==> config.mk <==
export PLATFORM = sky130hd
export DESIGN_NAME = if_stage
export DESIGN_NICKNAME = d
export VERILOG_FILES = /design/src/rtl/mips_pkg.sv /design/src/rtl/pc_next_sel.sv /design/src/rtl/if_stage.sv
export SDC_FILE = /design/constraint.sdc
export NUM_CORES = 1
export LEC_CHECK = 0
export ABC_AREA = 1
export BUFFER_PORTS_ARGS = -buffer_cell sky130_fd_sc_hd__buf_4
export CORE_ASPECT_RATIO = 0.9
export CORE_MARGIN = 1
export CORE_UTILIZATION = 30
export DETAILED_ROUTE_END_ITERATION = 10
export GPL_TIMING_DRIVEN = 0
export SKIP_CTS_REPAIR_TIMING = 1
export SYNTH_ARGS = -nofsm -noshare
export SYNTH_HDL_FRONTEND = slang
export SYNTH_SLANG_ARGS = --single-unit
==> constraint.sdc <==
create_clock -name clk -period 3.8 [get_ports clk]
set_input_delay 0.19 -clock clk [delete_from_list [all_inputs] [get_ports clk]]
set_output_delay 0.19 -clock clk [all_outputs]
set_load 0.1 [all_outputs]
==> src/rtl/mips_pkg.sv <==
// mips_pkg: definitions shared by the instruction-fetch slice.
//   - if_state_e       : fetch FSM state encoding (IDLE, REQ, HOLD)
//   - OPCODE_*/TARGET_*: instruction field slice positions
//   - DEFAULT_RESET_PC : PC loaded on reset unless overridden
package mips_pkg;

  typedef enum logic [1:0] {
    IDLE = 2'd0,
    REQ  = 2'd1,
    HOLD = 2'd2
  } if_state_e;

  localparam int OPCODE_MSB = 31;
  localparam int OPCODE_LSB = 26;
  localparam int TARGET_MSB = 25;
  localparam int TARGET_LSB = 0;

  localparam logic [31:0] DEFAULT_RESET_PC = 32'h0000_0000;

endpackage

==> src/rtl/pc_next_sel.sv <==
// pc_next_sel: combinational next-PC selection for the fetch stage.
// Ports:
//   pc_plus4      in  32  PC+4 of the retiring instruction
//   jump          in   1  jump request (highest priority)
//   jump_target   in  26  instr[25:0] of the retiring instruction
//   branch_taken  in   1  taken branch request
//   branch_offset in  32  sign-extended offset, in words
//   next_pc       out 32  selected next PC, word aligned
module pc_next_sel
  import mips_pkg::*;
(
  input  logic [31:0] pc_plus4,
  input  logic        jump,
  input  logic [25:0] jump_target,
  input  logic        branch_taken,
  input  logic [31:0] branch_offset,
  output logic [31:0] next_pc
);

  logic [31:0] jump_pc;
  logic [31:0] branch_pc;
  logic [31:0] sel_pc;

  // Jump keeps the 256 MB region of the delay-slot address.
  assign jump_pc   = {pc_plus4[31:28], jump_target, 2'b00};
  // Word offset scaled to bytes; modulo-2^32 so negative offsets wrap.
  assign branch_pc = pc_plus4 + (branch_offset << 2);

  always_comb begin
    sel_pc = pc_plus4;
    if (jump) begin
      sel_pc = jump_pc;
    end else if (branch_taken) begin
      sel_pc = branch_pc;
    end
  end

  assign next_pc = {sel_pc[31:2], 2'b00};

endmodule

==> src/rtl/if_stage.sv <==
// if_stage: MIPS instruction-fetch stage. Owns the PC, fetches one word per
// req/ack transaction, holds it for downstream and drives the opcode into
// the main control decoder. The redirect is applied when the held word
// retires (HOLD with stall=0).
//
// Handshake: imem_req rises in REQ and stays high, with imem_addr stable,
// until a cycle where imem_ack=1; imem_rdata is captured in that same cycle
// and imem_req drops on the next edge. Acks outside REQ are ignored.
//
// Ports:
//   clk, reset            clock, synchronous active-high reset
//   imem_req/addr         fetch request and word-aligned address (= PC)
//   imem_ack/rdata        memory response
//   stall                 downstream not ready; freezes HOLD
//   branch_taken/offset   branch redirect from the datapath
//   jump/jump_target      jump redirect from the decoder
//   instr/opcode          held instruction and its opcode field
//   pc_plus4              PC+4 of the held instruction
//   instr_valid           held instruction is valid
//   dbg_state             current FSM state for observation
module if_stage
  import mips_pkg::*;
#(
  parameter logic [31:0] RESET_PC = DEFAULT_RESET_PC
) (
  input  logic        clk,
  input  logic        reset,
  output logic        imem_req,
  output logic [31:0] imem_addr,
  input  logic        imem_ack,
  input  logic [31:0] imem_rdata,
  input  logic        stall,
  input  logic        branch_taken,
  input  logic [31:0] branch_offset,
  input  logic        jump,
  input  logic [25:0] jump_target,
  output logic [31:0] instr,
  output logic [5:0]  opcode,
  output logic [31:0] pc_plus4,
  output logic        instr_valid,
  output if_state_e   dbg_state
);

  if_state_e   state_q;
  logic [31:0] pc_q;
  logic [31:0] pc_d;
  logic [31:0] instr_q;
  logic        valid_q;
  logic        req_q;

  assign pc_plus4 = pc_q + 32'd4;

  pc_next_sel u_pc_next_sel (
    .pc_plus4     (pc_plus4),
    .jump         (jump),
    .jump_target  (jump_target),
    .branch_taken (branch_taken),
    .branch_offset(branch_offset),
    .next_pc      (pc_d)
  );

  always_ff @(posedge clk) begin
    if (reset) begin
      state_q <= IDLE;
      pc_q    <= RESET_PC;
      instr_q <= 32'h0;
      valid_q <= 1'b0;
      req_q   <= 1'b0;
    end else begin
      case (state_q)
        IDLE: begin
          state_q <= REQ;
          req_q   <= 1'b1;
        end
        REQ: begin
          if (imem_ack) begin
            instr_q <= imem_rdata;
            valid_q <= 1'b1;
            req_q   <= 1'b0;
            state_q <= HOLD;
          end
        end
        HOLD: begin
          // Redirect inputs only matter on the retire edge.
          if (!stall) begin
            pc_q    <= pc_d;
            valid_q <= 1'b0;
            req_q   <= 1'b1;
            state_q <= REQ;
          end
        end
        default: begin
          state_q <= IDLE;
          req_q   <= 1'b0;
          valid_q <= 1'b0;
        end
      endcase
    end
  end

  assign imem_req    = req_q;
  assign imem_addr   = pc_q;
  assign instr       = instr_q;
  assign opcode      = instr_q[OPCODE_MSB:OPCODE_LSB];
  assign instr_valid = valid_q;
  assign dbg_state   = state_q;

endmodule
* Word-level counts from Yosys, hierarchy flattened
Index checks and enable logic that the tools add are counted.
** Storage, ports and cells
- Bits in registers :: 66
- Input bits :: 96
- Output and inout port bits :: 106
- Word-level logic and storage cells :: 29
** Cells by class
- Add/sub/neg operators :: 2
- Eq/ne operators :: 4
- Muxes and demuxes :: 11
- Bitwise operators :: 2
- Reduce and logical (&&, ||, !) cells :: 5
** Operator list (count)
- two-way mux 32 bit :: 2
- adder 32 x 3 -> 32 bit (second input constant) :: 1
- adder 32 bit :: 1
- one-hot mux 1 bit (3 select lines) :: 2
- one-hot mux 2 bit (3 select lines) :: 1
- AND reduction 2 bit :: 3
- two-way mux 1 bit :: 4
- two-way mux 2 bit :: 2
- != test 2 bit (second input constant) :: 2
- AND reduction 3 bit :: 1
- == test 2 x 1 -> 1 bit (second input constant) :: 1
- == test 2 bit (second input constant) :: 1
- zero test 2 bit :: 1
- NOT 1 bit :: 2

* Logic depth before layout (Yosys ltp)
Gate-level depths: netlist (run 1).
- Word-level depth :: 4
- Depth in mapped cells :: 22
- Gate-level depth less buffers :: 22

* Modules after synthesis
Synthesis (run 1) repeated with hierarchy kept, for this count alone.
** Second synthesis, totals
- Cells, all modules :: 1034
- Area, all modules :: 6020.8 um^2
** Modules (own cells, without submodules)
- if_stage :: instances 1, cells each 467, area each 3235.6 um^2, seq. area each 1341.3 um^2
- pc_next_sel :: instances 1, cells each 567, area each 2785.2 um^2, seq. area each 0.0 um^2

* Least setup slack after synthesis (run 1)
OpenSTA, ideal clock, no wires.
- Path kind :: register to register
- From :: reg pc_q[2] (netlist: imem_addr[2])
- To :: reg pc_q[11] (netlist: imem_addr[11])
- Setup time :: 0.124 ns
- Arrival :: 4.797 ns
- Data required time :: 3.676 ns
- Path slack :: -1.121 ns
- Stages on the path, launching flop included :: 16
- Path buffers :: 0
- Clock period less this slack :: 4.921 ns
- Cells stage by stage :: dfxtp_1 > ha_1 > nand3_1 > inv_2 > nand2_2 > nor2_2 > xor2_1 > ha_1 > nand2_1 > nand2_1 > nand2_1 > nand2_1 > nand3b_1 > or2_2 > nand3_1 > a31oi_1
** On the way
- Longest elaborated chain between the ends :: 4
** Ends and longest elaborated chain
- start: declaration :: line if_stage.sv:45 : logic [31:0] pc_q;
- start signal: assignment :: line if_stage.sv:86 : pc_q <= pc_d;
- adder 32 x 3 -> 32 bit :: line if_stage.sv:51 : assign pc_plus4 = pc_q + 32'd4;
- net pc_plus4[8] :: line if_stage.sv:39 : output logic [31:0] pc_plus4,
- adder 32 bit :: line pc_next_sel.sv:27 : assign branch_pc = pc_plus4 + (branch_offset << 2);
- two-way mux 32 bit :: line pc_next_sel.sv:33 : end else if (branch_taken) begin
- two-way mux 32 bit :: line pc_next_sel.sv:31 : if (jump) begin
The timed path passes the listed nets, and every way through them passes these cells.
A chain may end at the register's enable or synchronous reset.

* Final worst setup path (run 1)
- From :: reg pc_q[2] (netlist: imem_addr[2])
- To :: reg pc_q[21] (netlist: imem_addr[21])
** On the way
- Longest elaborated chain between the ends :: 4
** Ends and longest elaborated chain (line)
- adder 32 x 3 -> 32 bit * :: if_stage.sv:51
- adder 32 bit :: pc_next_sel.sv:27
- two-way mux 32 bit * :: pc_next_sel.sv:33
- two-way mux 32 bit * :: pc_next_sel.sv:31
Mark *: on every way between the ends. The rest lies on a longest branch, timed or not.

==> results of run 1 <==
## synthesized netlist by cell type, drive strengths merged
master	count
nor2	142
xor2	17
nand2	294
o21bai	7
clkbuf	20
a31o	1
buf	18
nor3	14
nor3b	1
and2	3
clkinv	2
a31oi	2
nand3	65
o211ai	2
a211oi	2
conb	1
fa	1
nand3b	4
or2	7
inv	145
o21a	2
a21oi	85
ha	36
xnor2	4
dfxtp	65
nand4	7
o21ai	80
## critical path, stage by stage, from the launching register on
cell and delay (ps):
dfxtp_4 410, ha_2 310, nand3_1 140, inv_2 110, nand2_1 130, inv_1 100
nand3_1 110, xor2_2 240, inv_1 90, ha_1 340, nand2_1 160, inv_1 50
a21oi_1 240, nand3_1 240, nand2_1 110, nand2_1 60, nand2_1 60, nand2_1 40
o21ai_0 260, a21oi_1 100
## power by group
part	total, W	switching, W	internal (W)
combinational	0.00102	0.000755	0.000263
sequential	0.000766	0.0000414	0.000724
clock	0.000843	0.000320	0.000524
## cell type report
class | instances | area, sq um | area share
buffer | 38 | 196 | 0.0240
sequential | 65 | 1320 | 0.161
inverter | 147 | 561 | 0.0684
tap | 250 | 313 | 0.0382
clock buffer | 11 | 243 | 0.0296
timing repair buffer | 194 | 1460 | 0.178
clock inverter | 5 | 55.1 | 0.00671
multi-input combinational | 780 | 4050 | 0.494
## layout by cell type (no fill, tap or decap), types with 3 or more instances in the layout
cell	n
a21oi_1	81
a21oi_2	4
and2_1	3
buf_2	4
buf_4	205
clkbuf_1	21
clkbuf_16	9
clkinv_2	3
clkinvlp_4	4
conb_1	4
dfxtp_1	50
dfxtp_2	14
ha_1	35
inv_1	141
nand2_1	280
nand2_2	11
nand2_4	3
nand3_1	62
nand3_2	3
nand3b_1	4
nand4_1	7
nor2_1	134
nor2_2	5
nor3_1	11
nor3_2	3
o21ai_0	73
o21ai_1	6
o21bai_1	7
or2_2	5
xnor2_1	4
xor2_1	9
xor2_2	3
xor2_4	5
## state kept, by name (all words and copies together), names as in the netlist
register and count:
instr 32, instr_valid 1, dbg_state 2, imem_addr 30
## cells by family (layout without fill, tap and decap cells)
family / after synthesis / after routing
flip-flops: 65 / 65
AND/OR/NAND/NOR: 537 / 537
adder cells (fa/ha/maj): 37 / 37
buffers and inverters: 185 / 395
XOR/XNOR: 21 / 21
AO/OA/AOI/OAI: 181 / 181
other: 1 / 4
## routing by layer
layer / routed length [um] / vias to the layer above
li1: - / 3655
met1: 11000 / 3262
met2: 10300 / 304
met3: 2150 / 22
met4: 274 / 0
met5: 0 / -
## through the flow
stage	utilization	instances	area, sq um
6_report	0.424	1490	8200
3_3_place_gp	0.408	1474	7890
2_1_floorplan	-	1030	6120
5_1_grt	0.424	1490	8200
4_1_cts	0.423	1490	8190
3_5_place_dp	0.408	1474	7890
## worst max path at each step
stage	endpoint	cells past startpoint
after floorplan	imem_addr[20]	17
after global placement	imem_addr[21]	19
after detailed placement	imem_addr[21]	19
after CTS	imem_addr[21]	19
after global routing	imem_addr[21]	19
final	imem_addr[21]	19
==> results by group, run 1 <==
Clock tree
  • Worst-skew pair later-pin latency: 330 ps
  • TritonCTS clock tree: built
  • Clock root buffer: clkbuf_16
  • CTS Buf Count: 9
  • CTS Buffer Depth: 2
  • # clock sinks: 65
  • CTS clk-pin slew, worst paths: 60 ps
  • H-tree depth: 3

Floorplanning
  • I/O pins: 202
  • DIE AREA: 20500 sq um
  • Initial Util: 0.309
  • Row count: 48
  • Die Width: 151 um
  • Die Height: 136 um
  • Core Region: 19300 sq um

Yosys
  • Synth Area in Compound Gates: 0.161
  • Post-Synth Simple-Gate Area: 0.384
  • Yosys warnings: 0
  • Largest family of logic cells by synthesized area: simple AND/OR/NAND/NOR gates
  • Top cell type's share of synthesized area: 0.218
  • Post-synthesis cell area: 5980 sq um
  • Synth Area in Adders: 0.0787
  • Mapped Cells: 1027
  • Avg Cell Area, Syn: 5.82 sq um
  • Post-Synth XOR/XNOR Area: 0.0320
  • Post-synthesis sequential area ratio: 0.218
  • Area leader, netlist: dfxtp_1
  • #FFs+latches synth: 65
  • Yosys cell types: 45
  • Synth top area cells: dfxtp_1, nand2_1, inv_1, nor2_1, ha_1
  • Mux share of post-synthesis cell area: 0

Routing
  • Initial detailed-routing violation count: 485
  • Wire per inst: 15.9 um
  • Via count: 7243
  • Total Wirelength: 23.7 mm
  • Vias per cell: 4.86
  • Pre-Repair DR Iteration Count: 5
  • Final ANT Viol Nets: 0
  • DR DRC count: 0

Finish
  • Nets: 1368
  • Share of layout cells above drive strength 1: 0.237
  • Ant. Diodes: 0
  • P&R area growth vs syn: 37.1%
  • Fillers: 2126

Pwr
  • Power Density: 320 nW/um^2
  • Overall Power: 0.00263 W
  • Peak supply drop: 0.000176 V
  • Leak Pwr: 4.40 nW

Worst hold path
  • Hold_sp: imem_rdata[26]
  • WHS Endpoint: instr[26]
  • Hold Path Class: in -> reg
  • WHS Path Cells: 3

Place
  • Pre-CTS setup slack: 264 ps
  • Port Buffers: 194
  • Detailed-placement wirelength estimate: 19.5 mm
  • GPL Wtd Cong: 0.929

Timing
  • Hold_ws: 73.7 ps
  • Clk_skew: 7.79 ps
  • Worst relative slew slack: 0.469
  • Final min period: 3430 ps
  • Hold Vio Cnt, Final: 0
  • Final Setup Violations: 0
  • Max Slew Vio Count: 0
  • RSZ-0062 raised after global routing: false
  • Tightest Pin Transition: 793 ps
  • Period utilization: 0.904
  • Highest clock rate: 0.291 GHz
  • Setup WS post-layout: 367 ps
  • Post-Route Setup TNS: 0 ps

Setup path
  • R2r endpoint: imem_addr[21]
  • Reg2reg setup slack: 370 ps
  • Arr. time, crit path: 3640 ps
  • Required time of the critical path: 4010 ps
  • Worst setup SP type: flop
  • Crit end category: flop
  • Worst R2R Path Depth: 19
  • CP Launch Point: imem_addr[2]
  • Reg2Reg Launch Point: imem_addr[2]
  • Critical path class: reg -> reg
  • Worst-path fanout max: 6

Global routing
  • Gr usage total: 0.232
  • M1 GR Usage: 0.331
  • Vias in the first global route: 6659
  • Routing usage on met3: 0.0450
  • Gr busiest metal: met2
  • Largest net degree at the start of global routing: 12
  • Global-route wire length before repair: 36.1 mm
  • Initial antenna violation count: 0
  • GRT met2 Usage: 0.360
  • Remaining Overflow, GRT: 0

Flow run
  • Maxcap violations: 0

Outcome
  • Status: finished clean
Note: power is estimated with default switching activity, not from simulation.
==> run 2: changes to the inputs <==
- ABC_AREA: 1 -> not set
- CORE_UTILIZATION: 30 -> 49
- PLACE_DENSITY: not set -> 0.81
- SETUP_SLACK_MARGIN: not set -> 0.02
==> run 2 against run 1 <==
The run now ends with setup timing left. Global-route usage increased by 11 points. Register-to-register slack worse by 480 ps. Die area is 49% lower. Maximum frequency fell by 12%. Sequential power shrank 5.4%. Non-clock buffer count is 29 higher. First-iteration DRC count fell by 8.5%. Utilization grew 38 points. Cell count down 31%. Via count down 17%. Synthesized cell count down 36%.
==> results by group, run 2 <==
Outcome
  • Status: complete, but fails checks
  • Failing checks: setup timing

Worst hold path
  • WHS Path Cells: 3 (unchanged)
  • Hold Path Class: in -> reg
  • WHS Endpoint: instr[16]
  • Hold_sp: imem_rdata[16]

Yosys
  • Yosys warnings: 0 (unchanged)
  • Synth top area cells: dfxtp_1, ha_1, nand2_1, a21oi_1, xnor2_1
  • Async S/R FF share, synth: 0 (unchanged)
  • Area leader, netlist: dfxtp_1
  • Post-synthesis cell area: 4920 sq um (-18%)
  • Top FF cell, synth: dfxtp_1
  • Top cell type's share of synthesized area: 0.264 (+0.0468)
  • #FFs+latches synth: 65 (unchanged)
  • Yosys cell types: 62 (+38%)
  • Commonest cells post-synth: nand2_1, a21oi_1, dfxtp_1
  • Avg Cell Area, Syn: 7.48 sq um (+28%)
  • EDFF count, synth: 0 (unchanged)
  • Most frequent cell after synthesis: nand2_1
  • Mapped Cells: 658 (-36%)
  • Post-synthesis sequential area ratio: 0.264 (+0.0468)

Routing
  • Final ANT Viol Nets: 0 (unchanged)
  • Total Wirelength: 19.0 mm (-20%)
  • Vias per cell: 5.86 (+21%)
  • DR DRC count: 0 (unchanged)
  • Via count: 6018 (-17%)
  • Wire per inst: 18.5 um (+16%)
  • Initial detailed-routing violation count: 444 (-8.5%)
  • Pre-Repair DR Iteration Count: 5 (unchanged)

Clock tree
  • H-tree depth: 3 (unchanged)
  • TritonCTS clock tree: built
  • CTS Buffer Depth: 2 (unchanged)
  • # clock sinks: 65 (unchanged)
  • Worst-skew pair later-pin latency: 350 ps (+20 ps)
  • CTS Buf Count: 9 (unchanged)
  • Clock root buffer: clkbuf_8
  • CTS clk-pin slew, worst paths: 80 ps (+20 ps)

Timing
  • Clk_skew: 7.59 ps (-0.206 ps)
  • Tightest Pin Transition: 801 ps (+7.88 ps)
  • Period utilization: 1.03 (+0.127)
  • Highest clock rate: 0.255 GHz (-12%)
  • Hold Vio Cnt, Final: 0 (unchanged)
  • Hold_ws: 70.9 ps (-2.85 ps)
  • Worst relative slew slack: 0.464 (-0.00527)
  • Setup WS post-layout: -115 ps (-482 ps)
  • Final Setup Violations: 1 (+1)
  • RSZ-0062 raised after global routing: true
  • Max Slew Vio Count: 0 (unchanged)
  • Final min period: 3920 ps (+482 ps)

Place
  • DP Area: 7130 sq um (-9.6%)
  • Port Buffers: 195 (+0.52%)
  • Detailed-placement wirelength estimate: 13.9 mm (-29%)
  • GPL Wtd Cong: 0.951 (+2.4%)

Pwr
  • Power Density: 267 nW/um^2 (-17%)
  • Leak Pwr: 3.54 nW (-19%)
  • Overall Power: 0.00208 W (-21%)
  • Peak supply drop: 0.000321 V (+83%)

Setup path
  • Required time of the critical path: 4060 ps (+50 ps)
  • R2r endpoint: imem_addr[31]
  • Arr. time, crit path: 4170 ps (+530 ps)
  • CP Launch Point: imem_addr[3]
  • Critical path class: reg -> reg
  • Worst setup SP type: flop
  • Reg2reg setup slack: -120 ps (-480 ps)
  • Crit end category: flop
  • Worst-path fanout max: 6 (unchanged)
  • Reg2Reg Launch Point: imem_addr[3]
  • Worst R2R Path Depth: 15 (-4)

Finish
  • Fillers: 660 (-69%)
  • Most common cell after layout, fill and taps aside: buf_4
  • Most frequent cells in the layout: buf_4, nand2_1, a21oi_1, nor2_1, dfxtp_1
  • Nets: 1029 (-25%)
  • Design area: 7800 sq um (-4.9%)
  • Share of layout cells above drive strength 1: 0.396 (+0.159)
  • P&R area growth vs syn: 58.5%
  • Max FFs per register: 32 (unchanged)
  • Ant. Diodes: 0 (unchanged)

Floorplanning
  • Core Region: 9700 sq um (-50%)
  • Die Height: 97.1 um (-29%)
  • I/O pins: 202 (unchanged)
  • Die Width: 108 um (-29%)
  • Row count: 34 (-29%)
  • DIE AREA: 10400 sq um (-49%)
  • Initial Util: 0.507 (+0.198)

Global routing
  • Gr usage total: 0.342 (+0.109)
  • Largest net degree at the start of global routing: 15 (+3)
  • Vias in the first global route: 5611 (-16%)
  • Initial antenna violation count: 0 (unchanged)
  • Remaining Overflow, GRT: 0 (unchanged)
  • Global-route wire length before repair: 27.9 mm (-23%)

Flow run
  • Maxcap violations: 0 (unchanged)
-- run 2: cell count changes in the layout (fill, tap and decap cells not counted), moves of 12 or more --
cell,previous run,this run
a211oi_1,2,14
a21o_1,0,23
buf_4,205,234
dfxtp_4,1,13
inv_1,141,9
nand2_1,280,118
nand3_1,62,7
nor2_1,134,48
o21ai_0,73,26
xnor2_4,0,15
-- run 2: worst max-delay path by stage --
stage          slack [ps]             to  cells after the start
6_report             -120  imem_addr[31]                     15
5_1_grt              -240  imem_addr[31]                     15
4_1_cts              -510  imem_addr[31]                     15
3_3_place_gp         -480  imem_addr[31]                     15
3_5_place_dp         -500  imem_addr[31]                     15
2_1_floorplan        -620  imem_addr[31]                     15
-- run 2: final cells by class --
cell class                 count  area [sq um]  share of cell area
buffer                        37           188              0.0241
clock buffer                   9           124              0.0159
clock inverter                 7          81.3              0.0104
sequential                    65          1360               0.175
multi-input combinational    548          4160               0.534
tap                          126           158              0.0202
inverter                      11          41.3             0.00529
timing repair buffer         224          1690               0.216
-- run 2: power breakdown --
part,internal [W],leakage [nW],switching [W]
combinational,0.000227,2.90,0.000490
clock,0.000315,0.103,0.000323
sequential,0.000699,0.543,0.0000264
total,0.00124,3.54,0.000840
-- run 2: through the flow --
step                std cells   util  setup slack, ps  TNS (ps)
floorplan                 661      -             -616     -5310
global placement          982  0.735             -484     -1640
detailed placement        982  0.735             -503     -1650
CTS                       998  0.757             -514     -1860
global route             1027  0.804             -238      -828
finish                   1027  0.804             -115      -115
-- run 2: critical path, cell delays in order (launching register included) --
cell and delay, ps:
dfxtp_4 400, ha_4 180, nand3_4 120, nor2_4 210
nand4_1 230, xnor2_4 230, ha_4 300, nand4_1 150
nor4_2 290, o211ai_1 280, a31o_4 330, a311o_1 350
or2_1 230, a41oi_2 210, xor2_1 100, a22o_1 200
-- run 2: kinds of logic after synthesis --
family,share of synthesized area
DFF,0.264
other,0.000762
AOI/OAI and AO/OA,0.269
buffers and inverters,0.0465
adders and majority gates,0.0956
muxes,0.0142
xor gates and xnor gates,0.0872
and+or+nand+nor,0.222
-- run 2: metal layers --
layer,vias up,wire (um),GRT usage,share of wire
li1,2824,-,-,-
met1,2831,7690,0.443,0.40
met2,324,9220,0.562,0.48
met3,39,1670,0.0691,0.088
met4,0,427,0.116,0.022
met5,-,0,0,0
==> run 3: changes to the inputs <==
- clock period: 3.8 -> 3.7 ns (I/O delays scaled with it)
==> run 3 against run 2 <==
Combinational power grew 3.5%. Die area is the same. The flow still finishes with violations (setup timing). Clock skew grew 6.4 ps.
==> results by group, run 3 (synthesis results as in run 2) <==
Setup path
  • Worst R2R Path Depth: 16 (+1)
  • Arr. time, crit path: 4220 ps (+50 ps)
  • Worst setup SP type: flop
  • Crit end category: flop
  • Critical path class: reg -> reg
  • Worst-path fanout max: 7 (+1)
  • Required time of the critical path: 3950 ps (-110 ps)

Floorplanning
  • Die Width: 108 um (unchanged)
  • I/O pins: 202 (unchanged)
  • Row count: 34 (unchanged)
  • Initial Util: 0.507 (unchanged)
  • DIE AREA: 10400 sq um (unchanged)
  • Core Region: 9700 sq um (unchanged)
  • Die Height: 97.1 um (unchanged)

Finish
  • P&R area growth vs syn: 59.9%
  • Share of layout cells above drive strength 1: 0.404 (+0.00819)
  • Nets: 1033 (+0.39%)
  • Non-filler instance count after layout: 1031 (+0.39%)
  • Ant. Diodes: 0 (unchanged)
  • Most frequent cells in the layout: buf_4, nand2_1, a21oi_1, nor2_1, dfxtp_1
  • Most common cell after layout, fill and taps aside: buf_4
  • Fillers: 658 (-0.30%)
  • Max FFs per register: 32 (unchanged)
  • Post-layout util: 0.811 (+0.00684)

Worst hold path
  • WHS Path Cells: 3 (unchanged)
  • Hold Path Class: in -> reg

Timing
  • Final Setup Violations: 5 (+4)
  • Period utilization: 1.07 (+0.0402)
  • Setup WS post-layout: -261 ps (-146 ps)
  • Tightest Pin Transition: 795 ps (-5.48 ps)
  • Highest clock rate: 0.252 GHz (-1.2%)
  • Worst relative slew slack: 0.468 (+0.00367)
  • Final min period: 3960 ps (+45.8 ps)
  • Max Slew Vio Count: 0 (unchanged)
  • RSZ-0062 raised after global routing: true
  • Clk_skew: 14.0 ps (+6.37 ps)
  • Hold Vio Cnt, Final: 0 (unchanged)

Place
  • Pre-CTS setup slack: -603 ps (-100 ps)
  • GPL Wtd Cong: 0.931 (-2.1%)
  • Port Buffers: 195 (unchanged)
  • Detailed-placement wirelength estimate: 14.1 mm (+1.4%)
  • Placed Cells: 982 (unchanged)

Clock tree
  • TritonCTS clock tree: built
  • # clock sinks: 65 (unchanged)
  • Worst-skew pair later-pin latency: 350 ps (about the same)
  • CTS Buffer Depth: 2 (unchanged)
  • CTS clk-pin slew, worst paths: 90 ps (about the same)
  • Clock root buffer: clkbuf_8
  • H-tree depth: 3 (unchanged)
  • CTS Buf Count: 9 (unchanged)

Routing
  • DR DRC count: 0 (unchanged)
  • Wire per inst: 18.4 um (-0.55%)
  • Final ANT Viol Nets: 0 (unchanged)
  • Pre-Repair DR Iteration Count: 5 (unchanged)
  • Via count: 6031 (+0.22%)
  • Total Wirelength: 19.0 mm (-0.16%)
  • Vias per cell: 5.85 (-0.17%)
  • Initial detailed-routing violation count: 390 (-12%)

Flow run
  • Maxcap violations: 0 (unchanged)

Global routing
  • Initial antenna violation count: 0 (unchanged)
  • Vias in the first global route: 5664 (+0.94%)
  • Gr usage total: 0.345 (+0.00388)
  • Global-route wire length before repair: 28.4 mm (+2.0%)
  • Remaining Overflow, GRT: 0 (unchanged)
  • Largest net degree at the start of global routing: 15 (unchanged)

Pwr
  • Leak Pwr: 3.57 nW (+0.83%)
  • Power Density: 272 nW/um^2 (+2.1%)
  • Peak supply drop: 0.000311 V (-2.9%)

Outcome
  • Status: complete, but fails checks
  • Failing checks: setup timing
[run 3: cell count changes in the layout (fill, tap and decap cells not counted), sizes merged]
cell  change
buf       +4
[run 3: through the flow]
step | power [W] | TNS (ps) | cell area [sq um] | hold slack, ps
detailed placement | 0.00146 | -2880 | 7140 | 440
global placement | 0.00145 | -2210 | 7140 | 434
global route | 0.00221 | -1370 | 7870 | 73.6
CTS | 0.00210 | -3240 | 7350 | 69.6
floorplan | 0.00125 | -7270 | 5520 | 321
finish | 0.00214 | -536 | 7870 | 73.7
[run 3: layout make-up]
type	count	area, sq um	share of cell area
clock inverters	7	81.3	0.0103
inverters	11	41.3	0.00525
repair buffers	228	1710	0.218
flip-flops and latches	65	1360	0.173
plain buffers	37	188	0.0239
well taps	126	158	0.0200
clock buffers	9	124	0.0157
multi-input cells	548	4200	0.534
[run 3: routing by layer]
layer  GRT usage  up-vias  wire, um  part of all wire
met1       0.442     2847      7520              0.40
met3      0.0785       35      1800             0.095
met4       0.110        0       451             0.024
li1            -     2836         -                 -
met5           0        -         0                 0
met2       0.572      313      9210              0.49
[run 3: critical path: stages, from the launching register on]
cell and delay (ps):
dfxtp_4 410, and4_4 270, nand4_1 230, or3_4 470, nor2_4 200, nand3_4 120
xnor2_4 170, ha_4 310, nand2_2 40, a2111o_1 300, a31o_4 230, a311o_1 340
buf_4 160, nand4b_1 90, a41oi_2 130, xor2_1 190, a22o_1 200
[run 3: path summary, 6_finish.rpt]
kind         slack (ps)           from       endpoint
max                -260  imem_addr[11]  imem_addr[31]
min                  70  imem_rdata[8]       instr[8]
max reg2reg        -260  imem_addr[11]  imem_addr[31]
min reg2reg         460      instr[23]      instr[23]
[run 3: report_power, final]
part | internal (W) | switching [W] | leakage, nW
logic | 0.000238 | 0.000504 | 2.92
clock network | 0.000324 | 0.000332 | 0.103
registers | 0.000717 | 0.0000278 | 0.543
total | 0.00128 | 0.000864 | 3.57
